===== src/rtl/cordic_pkg.sv =====
// Shared definitions for the CORDIC round-robin scheduler.
// Contents:
//   - default engine widths and the X seed (gain-compensated 32000)
//   - angle constants for a 32-bit full circle
//   - tag_t: the {valid, requester id} pair tracked beside the engine
package cordic_pkg;

  localparam int CORDIC_WIDTH = 16;
  localparam int ANGLE_W      = 32;
  // round(32000 / 1.647): the engine gain brings this back to ~32000.
  localparam int XSEED        = 19429;

  localparam logic [ANGLE_W-1:0] DEG45 = 32'h2000_0000;
  localparam logic [ANGLE_W-1:0] DEG60 = 32'h2AAA_AAAA;
  localparam logic [ANGLE_W-1:0] DEG75 = 32'h3555_5555;
  localparam logic [ANGLE_W-1:0] DEG90 = 32'h4000_0000;

  // Wide enough for the largest supported requester count (8).
  localparam int ID_W = 3;

  typedef struct packed {
    logic            v;
    logic [ID_W-1:0] id;
  } tag_t;

endpackage


===== src/rtl/rr_arbiter.sv =====
// Round-robin arbiter with a rotating priority pointer.
// Ports:
//   clk, rst_n : clock, asynchronous active-low reset
//   en         : when low, no grant is made and the pointer holds
//   req        : per-requester request
//   grant      : one-hot grant, combinational from req, en and the pointer
// The grant goes to the first requester at or after the pointer (wrapping);
// after a grant to i the pointer moves to i+1 so i has lowest priority next.
module rr_arbiter #(
  parameter int N = 4
) (
  input  logic         clk,
  input  logic         rst_n,
  input  logic         en,
  input  logic [N-1:0] req,
  output logic [N-1:0] grant
);

  localparam int PW = (N > 1) ? $clog2(N) : 1;

  logic [PW-1:0] ptr;
  logic [PW-1:0] ptr_next;
  logic [PW-1:0] idx;
  logic          found;

  // NOTE: every variable assigned here gets a default first, so no path
  // leaves one unassigned and no latch is inferred.
  always_comb begin
    grant    = '0;
    found    = 1'b0;
    idx      = '0;
    ptr_next = ptr;
    // Gating with rst_n keeps the grant low while reset is asserted,
    // not just from the first edge after it.
    if (en && rst_n) begin
      for (int k = 0; k < N; k++) begin
        idx = PW'((int'(ptr) + k) % N);
        if (!found && req[idx]) begin
          grant[idx] = 1'b1;
          found      = 1'b1;
          ptr_next   = PW'((int'(idx) + 1) % N);
        end
      end
    end
  end

  // NOTE: state registers use non-blocking assignments so every flop
  // samples the pre-edge values regardless of process ordering.
  always_ff @(posedge clk or negedge rst_n) begin
    if (!rst_n) begin
      ptr <= '0;
    end else begin
      ptr <= ptr_next;
    end
  end

endmodule


===== src/rtl/cordic_rr_scheduler.sv =====
// Shares one pipelined CORDIC sin/cos engine among NREQ requesters.
// Ports:
//   clk, rst_n        : clock, asynchronous active-low reset
//   en                : issue enable; in-flight work drains when low
//   req_valid         : per-requester angle valid
//   req_angle         : packed angles, requester i at [i*AW +: AW]
//   req_ready         : one-hot grant (combinational)
//   cordic_x/y        : constant engine seed (XSEED, 0)
//   cordic_angle      : registered angle to the engine
//   cordic_cos/sin    : engine results
//   res_valid/id      : one-cycle result strobe and originating requester
//   res_cos/sin       : registered results (hold when res_valid is low)
//   idle              : no grant, nothing in flight, no result this cycle
//
// Pipeline alignment: an angle granted at edge E sits in cordic_angle after E,
// the engine captures it at E+1 and presents cos/sin after E+LAT. The issue
// tag register travels alongside cordic_angle, then LAT tag stages mirror the
// engine stages, so tag_q[LAT-1] is valid exactly when the engine output is,
// and the result register captures at E+LAT+1.
module cordic_rr_scheduler
  import cordic_pkg::*;
#(
  parameter int NREQ  = 4,
  parameter int WIDTH = cordic_pkg::CORDIC_WIDTH,
  parameter int AW    = cordic_pkg::ANGLE_W,
  parameter int LAT   = 16,
  parameter int XSEED = cordic_pkg::XSEED
) (
  input  logic                    clk,
  input  logic                    rst_n,
  input  logic                    en,
  input  logic [NREQ-1:0]         req_valid,
  input  logic [NREQ*AW-1:0]      req_angle,
  output logic [NREQ-1:0]         req_ready,
  output logic [WIDTH-1:0]        cordic_x,
  output logic [WIDTH-1:0]        cordic_y,
  output logic [AW-1:0]           cordic_angle,
  input  logic [WIDTH-1:0]        cordic_cos,
  input  logic [WIDTH-1:0]        cordic_sin,
  output logic                    res_valid,
  output logic [$clog2(NREQ)-1:0] res_id,
  output logic [WIDTH-1:0]        res_cos,
  output logic [WIDTH-1:0]        res_sin,
  output logic                    idle
);

  localparam int IDW = $clog2(NREQ);

  logic [NREQ-1:0] grant;
  logic            fire;
  logic [IDW-1:0]  grant_id;
  logic [AW-1:0]   grant_angle;
  tag_t            issue_tag;
  tag_t            tag_q [LAT];
  logic            any_tag;

  rr_arbiter #(.N(NREQ)) u_arb (
    .clk   (clk),
    .rst_n (rst_n),
    .en    (en),
    .req   (req_valid),
    .grant (grant)
  );

  assign req_ready = grant;
  assign fire      = |(req_valid & grant);
  assign cordic_x  = WIDTH'(XSEED);
  assign cordic_y  = '0;

  // Encode the one-hot grant and select the granted angle.
  always_comb begin
    grant_id    = '0;
    grant_angle = '0;
    for (int i = 0; i < NREQ; i++) begin
      if (grant[i]) begin
        grant_id    = IDW'(i);
        grant_angle = req_angle[i*AW +: AW];
      end
    end
  end

  // Issue register: the angle holds when nothing is granted, the tag does not.
  always_ff @(posedge clk or negedge rst_n) begin
    if (!rst_n) begin
      cordic_angle <= '0;
      issue_tag    <= '0;
    end else begin
      if (fire) begin
        cordic_angle <= grant_angle;
        issue_tag    <= '{v: 1'b1, id: ID_W'(grant_id)};
      end else begin
        issue_tag    <= '0;
      end
    end
  end

  // NOTE: the tag array is reset on purpose: its valid bits decide whether
  // a result is produced, so stale entries after reset would emit phantom
  // results. Arrays holding pure data need no reset.
  always_ff @(posedge clk or negedge rst_n) begin
    if (!rst_n) begin
      for (int k = 0; k < LAT; k++) begin
        tag_q[k] <= '0;
      end
    end else begin
      tag_q[0] <= issue_tag;
      for (int k = 1; k < LAT; k++) begin
        tag_q[k] <= tag_q[k-1];
      end
    end
  end

  // Result register: capture when the tag emerging beside the engine is valid.
  always_ff @(posedge clk or negedge rst_n) begin
    if (!rst_n) begin
      res_valid <= 1'b0;
      res_id    <= '0;
      res_cos   <= '0;
      res_sin   <= '0;
    end else begin
      res_valid <= tag_q[LAT-1].v;
      if (tag_q[LAT-1].v) begin
        res_id  <= tag_q[LAT-1].id[IDW-1:0];
        res_cos <= cordic_cos;
        res_sin <= cordic_sin;
      end
    end
  end

  always_comb begin
    any_tag = issue_tag.v;
    for (int k = 0; k < LAT; k++) begin
      any_tag = any_tag | tag_q[k].v;
    end
  end

  assign idle = ~|req_ready & ~any_tag & ~res_valid;

endmodule


===== config.mk =====
export PLATFORM = sky130hd
export DESIGN_NAME = cordic_rr_scheduler
export DESIGN_NICKNAME = d
export VERILOG_FILES = /design/src/rtl/cordic_pkg.sv /design/src/rtl/rr_arbiter.sv /design/src/rtl/cordic_rr_scheduler.sv
export SDC_FILE = /design/constraint.sdc
export NUM_CORES = 1
export LEC_CHECK = 0
export ABC_AREA = 1
export BUFFER_PORTS_ARGS = -buffer_cell sky130_fd_sc_hd__clkbuf_2
export CAP_MARGIN = 40
export CELL_PAD_IN_SITES_DETAIL_PLACEMENT = 2
export CELL_PAD_IN_SITES_GLOBAL_PLACEMENT = 2
export CORE_MARGIN = 3
export CORE_UTILIZATION = 26
export DETAILED_ROUTE_END_ITERATION = 16
export PLACE_DENSITY = 0.87
export SYNTH_ARGS = -nofsm -noshare
export SYNTH_HDL_FRONTEND = slang
export SYNTH_HIERARCHICAL = 1
export SYNTH_SLANG_ARGS = --single-unit

===== constraint.sdc =====
create_clock -name clk -period 3.1 [get_ports clk]
set_input_delay 0.31 -clock clk [delete_from_list [all_inputs] [get_ports clk]]
set_output_delay 0.31 -clock clk [all_outputs]
set_load 0.005 [all_outputs]

### Word-level counts from Yosys, hierarchy flattened

Cells that the tools add are included.
Widths: inputs -> output; s select.

| word-level totals | value |
|---|---|
| register bits after elaboration | 120 |
| latch bits | 0 |
| memory bits (writable) | 0 |
| bits in read-only memories | 0 |
| bits of input ports | 167 |
| memories kept | 0 |

| cells by class | value |
|---|---|
| add/sub/neg operators | 6 |
| $mul | 0 |
| div/mod/pow operators | 0 |
| order comparisons | 8 |
| eq/ne operators | 0 |
| shift-type cells | 0 |
| muxes and demuxes | 42 |
| bitwise logic cells | 24 |
| reduce and logical (&&, ||, !) cells | 16 |

Operators with widths:

| kind | count |
|---|---|
| $mux 32 | 4 |
| $mux 4 | 9 |
| $or 1x1->1 | 16 |
| $mux 1 | 15 |
| $lt 2x3->1 const B | 4 |
| $mux 2 | 6 |
| $or 4x4->4 | 3 |
| $add 2x1->2 const B | 4 |
| $bmux 1 s2 | 4 |
| $demux 1 s2 | 4 |
| $ge 2x1->1 const B | 4 |
| $logic_and 1x1->1 | 8 |
| $reduce_or 4->1 | 2 |
| $add 2x2->2 const B | 2 |
| $and 4x4->4 | 1 |
| $logic_not 1->1 | 4 |
| $reduce_bool 4->1 | 1 |
| $and 1x1->1 | 2 |
| $not 1->1 | 2 |
| $reduce_and 2->1 | 1 |

### Longest topological paths before layout

Gate-level depths: netlist of the first run.

| logic depth | value |
|---|---|
| depth after elaboration | 20 |
| gate-level depth with buffers | 18 |
| gate-level depth less buffers | 16 |

### Cells and area by module

The synthesis of the first run kept the hierarchy.

By module, submodules not included:

| module | instances | cells each | area an instance (um^2) | sequential area each (um^2) |
|---|---|---|---|---|
| cordic_rr_scheduler | 1 | 648 | 5551.6 | 2952.8 |
| rr_arbiter | 1 | 99 | 615.6 | 50.0 |

### Least setup slack after synthesis of the first run

No wires, ideal clock.

| timing path | value |
|---|---|
| path type | register to output |
| start point | register u_arb.ptr[0] |
| end point | output port idle |
| arrival | 2.388 ns |
| data required time | 2.790 ns |
| path slack | 0.402 ns |
| stages on the path, launching flop included | 15 |
| cells stage by stage | dfrtp_1 inv_2 ha_1 inv_1 nand3_1 nand2_2 nand3_1 nor2_1 nor2_1 a21oi_1 buf_4 buf_4 nor2_1 nand3_1 nor3_1 |

| on the way | value |
|---|---|
| longest elaborated chain between the ends | 20 |
| elaborated cells on any way between the ends | 58 |
| those cells by class | 3 x add/sub; 8 x order compare; 30 x mux; 5 x bitwise; 12 x reduce/logical |

Ends and longest elaborated chain:

| what | RTL line | source |
|---|---|---|
| from (decl) | rr_arbiter.sv:21 | `logic [PW-1:0] ptr;` |
| from (signal assigned) | rr_arbiter.sv:53 | `ptr <= ptr_next;` |
| branches (longest 14 deep; another with $lt 2x3->1) | n/a |  |
| $mux 4 (*) | rr_arbiter.sv:38 | `if (!found && req[idx]) begin` |
| $mux 4 (*) | rr_arbiter.sv:35 | `if (en && rst_n) begin` |
| net req_ready[1] | cordic_rr_scheduler.sv:34 | `output logic [NREQ-1:0] req_ready,` |
| $reduce_or 4->1 (*) | cordic_rr_scheduler.sv:137 | `assign idle = ~\|req_ready & ~any_tag & ~res_valid;` |
| $logic_not 1->1 (*) | cordic_rr_scheduler.sv:137 |  |
| $and 1x1->1 (*) (2 in series) | cordic_rr_scheduler.sv:137 |  |
| to (decl) | cordic_rr_scheduler.sv:44 | `output logic idle` |

Mark *: on every way through the listed nets, which the timed path passes. The select of a mux whose other input is x is not followed.

### Final worst setup path of the first run

| timing path | value |
|---|---|
| start point | register u_arb.ptr[1] |
| end point | output port idle |

| on the way | value |
|---|---|
| longest elaborated chain between the ends | 20 |
| elaborated cells on any way between the ends | 58 |
| those cells by class | 3 x add/sub; 8 x order compare; 30 x mux; 5 x bitwise; 12 x reduce/logical |

Ends and longest elaborated chain:

| what | RTL line |
|---|---|
| branches (longest 14 deep; another with $lt 2x3->1) | n/a |
| $mux 4 (*) | rr_arbiter.sv:38 |
| $mux 4 (*) | rr_arbiter.sv:35 |
| $reduce_or 4->1 (*) | cordic_rr_scheduler.sv:137 |
| $logic_not 1->1 (*) | cordic_rr_scheduler.sv:137 |
| $and 1x1->1 (*) (2 in series) | cordic_rr_scheduler.sv:137 |

Every way passes the cells marked *. The select of a mux whose other input is x is not followed.

==> results of run 1 <==
through the flow:
step                      area [µm²]  util, %  total power [mW]  hold WS (ps)
after global routing            8284    36.04             8.350         91.13
after CTS                       8257    35.92             7.817         99.92
after floorplan                 6280        -             4.360         14.41
after detailed placement        7630    33.20             5.663         335.6
final                           8284    36.04             7.738         54.83
after global placement          7630    33.20             5.461         331.7
state kept, by name (all words and copies together), names as in the netlist:
name          count
res_sin          16
u_arb/ptr         2
res_valid         1
tag_q            48
issue_tag         3
res_id            2
cordic_angle     32
res_cos          16
layout make-up:
type                    count  area (µm²)
multi-input cells         550        2716
well taps                 313       391.6
flip-flops and latches    120        3003
clock inverters            15       178.9
clock buffers              17       425.4
inverters                  38       146.4
fillers                  2718       14700
repair buffers            263        1423
cells by family after synthesis:
logic type                 synth area share (%)
and+or+nand+nor                           30.07
DFF                                       48.69
buffers and inverters                     10.57
muxes                                     6.208
AOI/OAI and AO/OA                         2.577
adders and majority gates                 1.623
other                                    0.1218
xor gates and xnor gates                 0.1420
critical path, stage by stage (launching register included):
cell and delay, ps:
dfrtp_1 350, inv_1 80, ha_4 310, inv_1 80
nand3_1 150, nand2_4 90, nand3_1 80, o21ai_0 110
nor2_2 140, a21oi_4 100, buf_12 160, nor2_8 130
nand3_2 130, nor3_4 140, clkbuf_2 140
worst max path at each step:
| stage | endpoint | cells past startpoint |
|---|---|---|
| final | idle | 14 |
| after CTS | idle | 14 |
| after global placement | idle | 13 |
| after floorplan | idle | 14 |
| after detailed placement | idle | 14 |
| after global routing | idle | 13 |
what timing repair did:
item / 4_1_cts / 5_1_grt
setup endpoints to repair: 2 / 2
setup buffers: 0 / 0
hold buffers: 0 / 0
pin swaps: 1 / 3
resized for setup: 4 / 7
where the power goes:
part / total, mW / internal [mW] / switching [mW]
clock: 2.04 / 1.22 / 0.825
sequential: 2.39 / 2.08 / 0.314
combinational: 3.30 / 1.30 / 2.00
cell usage in the layout (no fill, tap or decap), types with 2 or more instances in the layout:
cell type / count
ha_1: 7
dfrtp_1: 120
nand3_1: 52
clkinvlp_4: 2
inv_2: 4
o21ai_0: 4
nand2_4: 2
buf_4: 22
nand2_2: 6
nand2_1: 289
conb_1: 32
bufinv_16: 2
clkbuf_2: 237
clkbuf_16: 17
a21oi_1: 22
inv_8: 3
clkinv_4: 3
nor2_1: 78
a21oi_4: 4
buf_12: 3
nand3_2: 7
inv_1: 32
mux2_2: 34
inv_6: 5
nand4_1: 3
nor2_2: 2
per-layer routing:
layer  routed length (µm)  vias to the layer above  GRT usage [%]
met5                    8                        -              0
met4                  292                        2          4.221
met3                 1495                       19          5.603
met2                12170                      213          33.44
met1                 9982                     2793          22.13
li1                     -                     2743              -
==> flow_summary.yaml, run 1 <==
status:
  status: "finished clean"
placement:
  place_ws_ps: 260.5
  post-dp-hpwl_um: 18460
  numPortBuffers: 238
  place_inst: 1284
  gp_congestion: 0.8592
critical_path:
  critPathMaxFanout: 6
  arrival_ps: 2610
  cp-start-kind: "register"
  critPathLaunch: "u_arb/ptr[1]"
  path_class: "reg2out"
  worst_setup_path_end_kind: "output port"
  ff2ff_setup_slack_ps: 420
  rr_worst_depth: 16
  timing.rr.end: "cordic_angle[8]"
  required_ps: 2790
  r2r-start: "u_arb/ptr[1]"
layout:
  drive_above_1_share_pct: 36.19
  n_antenna_cell: 0
  fin_cells: 1316
  nNetsFinal: 1165
  area_growth_pct: 34.33
timing:
  slew_violations: 0
  finalSetupTns_ps: 0
  fmax_mhz: 342.7
  rsz0062_at_grt: "true"
  worstMarginPinSlew_ps: 650.7
  setup_viol: 0
  hold_violations: 0
  fin_skew_ps: 9.407
  finalCriticalPeriod_ps: 2918
  max_slew_margin_pct: 56.62
  fin_crit_sh_pct: 94.14
  setup_slack_ps: 181.6
die:
  row_count: 55
  num_io_pins: 271
  chipWidth_um: 160.0
  core_area_um2: 22980
  dieArea_um2: 25600
  start_util_pct: 26.83
  die-height_um: 160.0
clock_network:
  numCtsBuffers: 17
  cts_root_buffer: "clkbuf_16"
  clkSlewWorstSetupHoldPaths_ps: 60
  cts_max_level: 4
  tritoncts: "done"
  clk_latency_ps: 410
  cts_sinks: 120
  cts_buffer_depth: 2
global_routing:
  grt_max_degree: 121
  grt_overflow: 0
  antenna_found_initial: 1
  grt_pass1_vias: 6606
  grtUsageTotal_pct: 18.72
  grt_pass1_wl_um: 37380
route:
  route.detailed.drc: 0
  first_pass_iters: 4
  drt_iter0_markers: 262
  viasPerCell: 4.384
  avgRoutedWirePerCell_um: 18.20
  ant_nets: 0
  vias: 5770
  drt_wl_total_um: 23950
logic_synthesis:
  dominantRegCellSynth: "dfrtp_1"
  syn_area_per_cell_um2: 8.256
  synth_top_area_cell: "dfrtp_1"
  synth_cell_types: 28
  synth.area.top_cells: "dfrtp_1 (49%), nand2_1 (18%), mux2_2 (6.2%), buf_4 (5.6%), nor2_1 (4.9%)"
  synth_most_common_cell: "nand2_1"
  yosysWarnings: 6
  synth_top_area_share_pct: 48.69
  ys_seq_area_share_pct: 48.69
  netlist_instances: 747
  ys_async_sr_fraction_pct: 100.0
  synth_common_cells: "nand2_1 (289), dfrtp_1 (120), nor2_1 (81)"
  ys_ff_latch: 120
  syn-cell-area_um2: 6167
  synth_edf_count: 0
hold_path:
  hold_class: "in2async"
power_and_ir_drop:
  p_leak_nw: 4.712
  vdd_drop_max_v: 0.0002894
  p_per_area_nw_per_um2: 934.0
job:
  maxCapViolations: 0
Power figures use the tool's default switching activity.
==> run 2, diff against run 1 <==
==> constraint.sdc (replaced) <==
create_clock -name clk -period 3.1 [get_ports clk]
set_input_delay 0.31 -clock clk [delete_from_list [all_inputs] [get_ports clk]]
set_output_delay 0.31 -clock clk [all_outputs]
set_load 0.02 [all_outputs]
==> run 2 against run 1 <==
Cell area decreased by 0.11%; routed wire length is 0.53% lower; die area unchanged; combinational power is 13% higher; clock power up 3%; register-to-register slack got worse by 210 ps; worst setup slack got worse by 12 ps; global-route usage down 0.18 points; sequential power about the same; power grew 6.6%; via count increased by 0.29%; largest cell class unchanged; largest power group unchanged.
==> flow_summary.yaml, run 2 (same netlist as run 1, synthesis figures left out) <==
global_routing:
  grt_pass1_wl_um: 37100
  grtUsageTotal_pct: 18.53
  grt_pass1_vias: 6506
  grt_overflow: 0
  grt_max_degree: 67
  antenna_found_initial: 0
clock_network:
  tritoncts: "done"
  clkSlewWorstSetupHoldPaths_ps: 60
  numCtsBuffers: 17
  clk_latency_ps: 410
  cts_max_level: 4
  cts_hold_buf: 0
  cts_sinks: 120
  cts_root_buffer: "clkbuf_16"
  cts_buffer_depth: 2
route:
  viasPerCell: 4.397
  vias: 5787
  route.detailed.drc: 0
  first_pass_iters: 4
  ant_nets: 0
  drt_iter0_markers: 125
  avgRoutedWirePerCell_um: 18.10
  drt_wl_total_um: 23820
power_and_ir_drop:
  p_clk_share_pct: 25.6
  p_comb_share_pct: 45.3
  vdd_drop_max_v: 0.0003704
  pwr-share-seq_pct: 29.1
  p_per_area_nw_per_um2: 996.9
  p_int_mw: 4.677
  p_sw_mw: 3.573
  swShare_pct: 43.31
  p_leak_nw: 4.715
critical_path:
  rr_worst_depth: 16
  required_ps: 2790
  crit_family: "buffers and inverters"
  path_cells: "inv_2, ha_4, inv_1, nand3_1, nand2_2, nand3_2, nor2_1, nor2_2, a21oi_4, buf_4, clkbuf_2"
  r2r-start: "u_arb/ptr[1]"
  ff2ff_setup_slack_ps: 210
  cp_slowest_stage_delay_ps: 390
  timing.rr.end: "cordic_angle[8]"
  path_buf_inv: 4
  critPathMaxFanout: 17
  arrival_ps: 2620
  cp-start-kind: "register"
  path_class: "reg2out"
  worst_setup_path_end_kind: "output port"
  slowest_stage: "dfrtp_1"
timing:
  worstMarginPinSlew_ps: 836.3
  max_slew_margin_pct: 44.25
  fmax_mhz: 341.3
  hold_violations: 0
  finalSetupTns_ps: 0
  fin_crit_sh_pct: 94.52
  setup_viol: 0
  finalCriticalPeriod_ps: 2930
  slew_violations: 0
  fin_skew_ps: 11.64
  rsz0062_at_grt: "false"
layout:
  drive_above_1_share_pct: 36.29
  register_area_um2: 3003
  n_antenna_cell: 0
  layout_common_cells: "nand2_1 (289), clkbuf_2 (236), dfrtp_1 (120), nor2_1 (78), nand3_1 (52)"
  num-fill-cells: 2735
  area_growth_pct: 34.19
  regMostFlops: "tag_q"
  fin_cells: 1316
  nNetsFinal: 1165
  largest_register_ffs: 48
  multi_input_area_um2: 2705
  final_common_cell: "nand2_1"
  reg_top3: "tag_q (48), cordic_angle (32)"
placement:
  gp_congestion: 0.8706
  place_inst: 1282
  post-dp-hpwl_um: 18090
  numPortBuffers: 238
hold_path:
  hold_class: "in2async"
status:
  status: "finished clean"
die:
  row_count: 55
  num_io_pins: 271
  die-height_um: 160.0
  dieArea_um2: 25600
  core_area_um2: 22980
  start_util_pct: 26.83
  chipWidth_um: 160.0
job:
  maxCapViolations: 0
## run 2: worst max-delay path by stage
stage,from,endpoint,slack (ps),depth (start not counted)
floorplan,u_arb/ptr[0],idle,120,14
detailed placement,u_arb/ptr[1],cordic_angle[17],170,16
global placement,u_arb/ptr[1],idle,260,13
finish,u_arb/ptr[1],req_ready[1],170,11
global route,u_arb/ptr[1],req_ready[2],0.7,11
CTS,u_arb/ptr[1],idle,20,13
## run 2: power by group through the flow
| stage | Sequential (mW) | Clock (mW) | Combinational, mW |
|---|---|---|---|
| final | 2.40 | 2.11 | 3.74 |
| after global routing | 2.48 | 2.23 | 4.14 |
| after CTS | 2.42 | 2.16 | 3.77 |
| after detailed placement | 2.42 | 0 | 3.70 |
| after global placement | 2.37 | 0 | 3.54 |
| after floorplan | 2.77 | 0 | 2.06 |
## run 2: routing by layer
| metal | vias to the layer above | wire (µm) | share of wire, % | GRT usage [%] |
|---|---|---|---|---|
| li1 | 2748 | - | - | - |
| met1 | 2808 | 9917 | 42 | 21.65 |
| met2 | 213 | 12200 | 51 | 33.71 |
| met3 | 18 | 1345 | 5.6 | 4.747 |
| met4 | 0 | 356 | 1.5 | 4.813 |
| met5 | - | 0 | 0 | 0 |
## run 2: per-stage QoR
| stage | power [mW] | hold slack (ps) | worst slack [ps] | util [%] | cell area (µm²) |
|---|---|---|---|---|---|
| finish | 8.249 | 82.64 | 169.9 | 36.00 | 8275 |
| global route | 8.839 | 116.2 | 0.6730 | 36.00 | 8275 |
| CTS | 8.354 | 108.7 | 23.22 | 35.89 | 8249 |
| detailed placement | 6.121 | 337.2 | 173.5 | 33.00 | 7586 |
| global placement | 5.905 | 332.6 | 258.4 | 33.00 | 7586 |
| floorplan | 4.830 | 14.41 | 120.2 | - | 6285 |
## run 2: layout make-up
cell class / instances / area share, %
clock inverter: 14 / 2.253
inverter: 38 / 1.769
clock buffer: 18 / 5.307
multi-input combinational: 550 / 32.69
tap: 313 / 4.732
sequential: 120 / 36.29
timing repair buffer: 263 / 16.96
## run 2: what timing repair did
item	in CTS	in global routing
endpoints found under the setup margin	4	9
hold endpoints to repair	0	0
buffers inserted	1	1
gates resized for setup	7	7
pin swaps	2	4
==> run 3, diff against run 2 <==
--- a/config.mk
+++ b/config.mk
@@ -13,7 +13,7 @@
 export CORE_MARGIN = 3
 export CORE_UTILIZATION = 26
 export DETAILED_ROUTE_END_ITERATION = 16
-export PLACE_DENSITY = 0.87
+export PLACE_DENSITY = 0.76
 export SYNTH_ARGS = -nofsm -noshare
 export SYNTH_HDL_FRONTEND = slang
 export SYNTH_HIERARCHICAL = 1
==> run 3 against run 2 <==
Clock-buffer cell count shrank 1; cell area grew 0.12%; utilization is essentially flat; fmax shrank 0.81%; critical path type unchanged.
==> flow_summary.yaml, run 3 (same netlist as run 1, synthesis figures left out) <==
timing:
  worstMarginPinSlew_ps: 662.4
  rsz0062_at_grt: "true"
  fin_crit_sh_pct: 95.29
  setup_viol: 0
  max_slew_margin_pct: 55.78
  slew_violations: 0
  finalCriticalPeriod_ps: 2954
  fmax_mhz: 338.5
  finalSetupTns_ps: 0
  hold_violations: 0
  fin_skew_ps: 9.330
clock_network:
  cts_hold_buf: 0
  cts_sinks: 120
  clk_latency_ps: 430
  cts_buffer_depth: 2
  tritoncts: "done"
  cts_root_buffer: "clkbuf_16"
  clkSlewWorstSetupHoldPaths_ps: 70
  cts_max_level: 4
  numCtsBuffers: 17
layout:
  n_antenna_cell: 0
  final_common_cell: "nand2_1"
  regMostFlops: "tag_q"
  layout_common_cells: "nand2_1 (289), clkbuf_2 (236), dfrtp_1 (120), nor2_1 (76), nand3_1 (52)"
  reg_top3: "tag_q (48), cordic_angle (32)"
  largest_register_ffs: 48
  drive_above_1_share_pct: 36.52
  area_growth_pct: 34.35
  nNetsFinal: 1167
  num-fill-cells: 2701
  final_area_um2: 8285
global_routing:
  grtUsageTotal_pct: 18.87
  antenna_found_initial: 1
  grt_overflow: 0
  grt_pass1_wl_um: 37540
  grt_pass1_vias: 6423
  grt_max_degree: 121
die:
  dieArea_um2: 25600
  chipWidth_um: 160.0
  num_io_pins: 271
  row_count: 55
  start_util_pct: 26.83
  die-height_um: 160.0
  core_area_um2: 22980
critical_path:
  path_class: "reg2out"
  crit_top_cell: "inv_1"
  crit_family: "buffers and inverters"
  cp-start-kind: "register"
  path_cells: "inv_1, ha_4, inv_1, nand3_1, nand2_2, nand3_2, nor2_1, nor2_2, a21oi_4, buf_8, clkbuf_2"
  slowest_stage: "dfrtp_1"
  r2r-start: "u_arb/ptr[1]"
  path_buf_inv: 4
  cp_slowest_stage_delay_ps: 380
  critPathLaunch: "u_arb/ptr[1]"
  critPathMaxFanout: 22
  worst_setup_path_end_kind: "output port"
  arrival_ps: 2640
  required_ps: 2790
power_and_ir_drop:
  p_int_mw: 4.465
  p_comb_share_pct: 46.6
  power_mw: 8.090
  p_sw_mw: 3.625
  vdd_drop_max_v: 0.0003300
  pwr-share-seq_pct: 29.3
  p_leak_nw: 4.717
  p_clk_share_pct: 24.0
  p_per_area_nw_per_um2: 976.4
  swShare_pct: 44.81
placement:
  gp_congestion: 0.8267
  post-dp-hpwl_um: 17730
  numPortBuffers: 238
  placed_area_um2: 7572
route:
  ant_nets: 0
  viasPerCell: 4.406
  drt_iter0_markers: 192
  drt_wl_total_um: 24120
  vias: 5807
  avgRoutedWirePerCell_um: 18.30
  route.detailed.drc: 0
  first_pass_iters: 4
status:
  status: "finished clean"
hold_path:
  hold_class: "in2async"
job:
  maxCapViolations: 0
## run 3: changes by cell type in the layout (fill, tap and decap cells not counted), sizes merged
cell / delta
inv: +5
clkinv: -2
bufinv: -3
nand2: +1
clkinvlp: +1
## run 3: layer usage
metal / share of wire, % / routed length, µm / up-vias / track usage, %
met5: 0.054 / 13 / - / 0
met4: 1.5 / 365 / 2 / 4.734
met3: 6.8 / 1651 / 28 / 6.044
met2: 49 / 11720 / 198 / 32.37
met1: 43 / 10370 / 2822 / 22.99
li1: - / - / 2757 / -
## run 3: power groups by stage
stage          Clock, mW  Sequential, mW  Combinational [mW]
6_report            1.94            2.37                3.77
5_1_grt             2.09            2.44                4.18
4_1_cts             2.01            2.38                3.73
3_5_place_dp           0            2.39                3.66
3_3_place_gp           0            2.36                3.57
2_1_floorplan          0            2.77                2.06
## run 3: final cells by class
class | instances | area (µm²) | area share [%]
clock buffers | 17 | 425.4 | 5.134
clock inverters | 15 | 148.9 | 1.797
inverters | 38 | 146.4 | 1.767
multi-input cells | 551 | 2721 | 32.85
flip-flops and latches | 120 | 3003 | 36.24
well taps | 313 | 391.6 | 4.727
repair buffers | 264 | 1449 | 17.49
## run 3: repair_timing
item / CTS / global route
setup endpoints to repair: 3 / 36
gates resized for setup: 7 / 12
pin swaps: 2 / 5
setup buffers: 2 / 4
endpoints found under the hold margin: 0 / 0
gates cloned: 0 / 2
## run 3: metrics by stage
stage | hold WS, ps | cells | utilization (%) | setup WS (ps)
global placement | 331.3 | 1279 | 32.95 | 184.9
detailed placement | 337.8 | 1279 | 32.95 | 111.4
CTS | 71.54 | 1312 | 35.58 | 5.678
finish | 30.47 | 1318 | 36.05 | 145.9
floorplan | 14.41 | 777 | - | 120.2
global route | 81.62 | 1318 | 36.05 | -9.029
## run 3: path summary, 6_finish.rpt
check	depth (start not counted)	endpoint	slack, ps
worst min-delay path	2	tag_q[23]	30
worst max register to register	17	cordic_angle[18]	280
max in group asynchronous	2	res_sin[9]	2590
worst min register to register	0	tag_q[49]	350
min in group clk	2	res_cos[11]	110
worst max-delay path	11	req_ready[2]	150
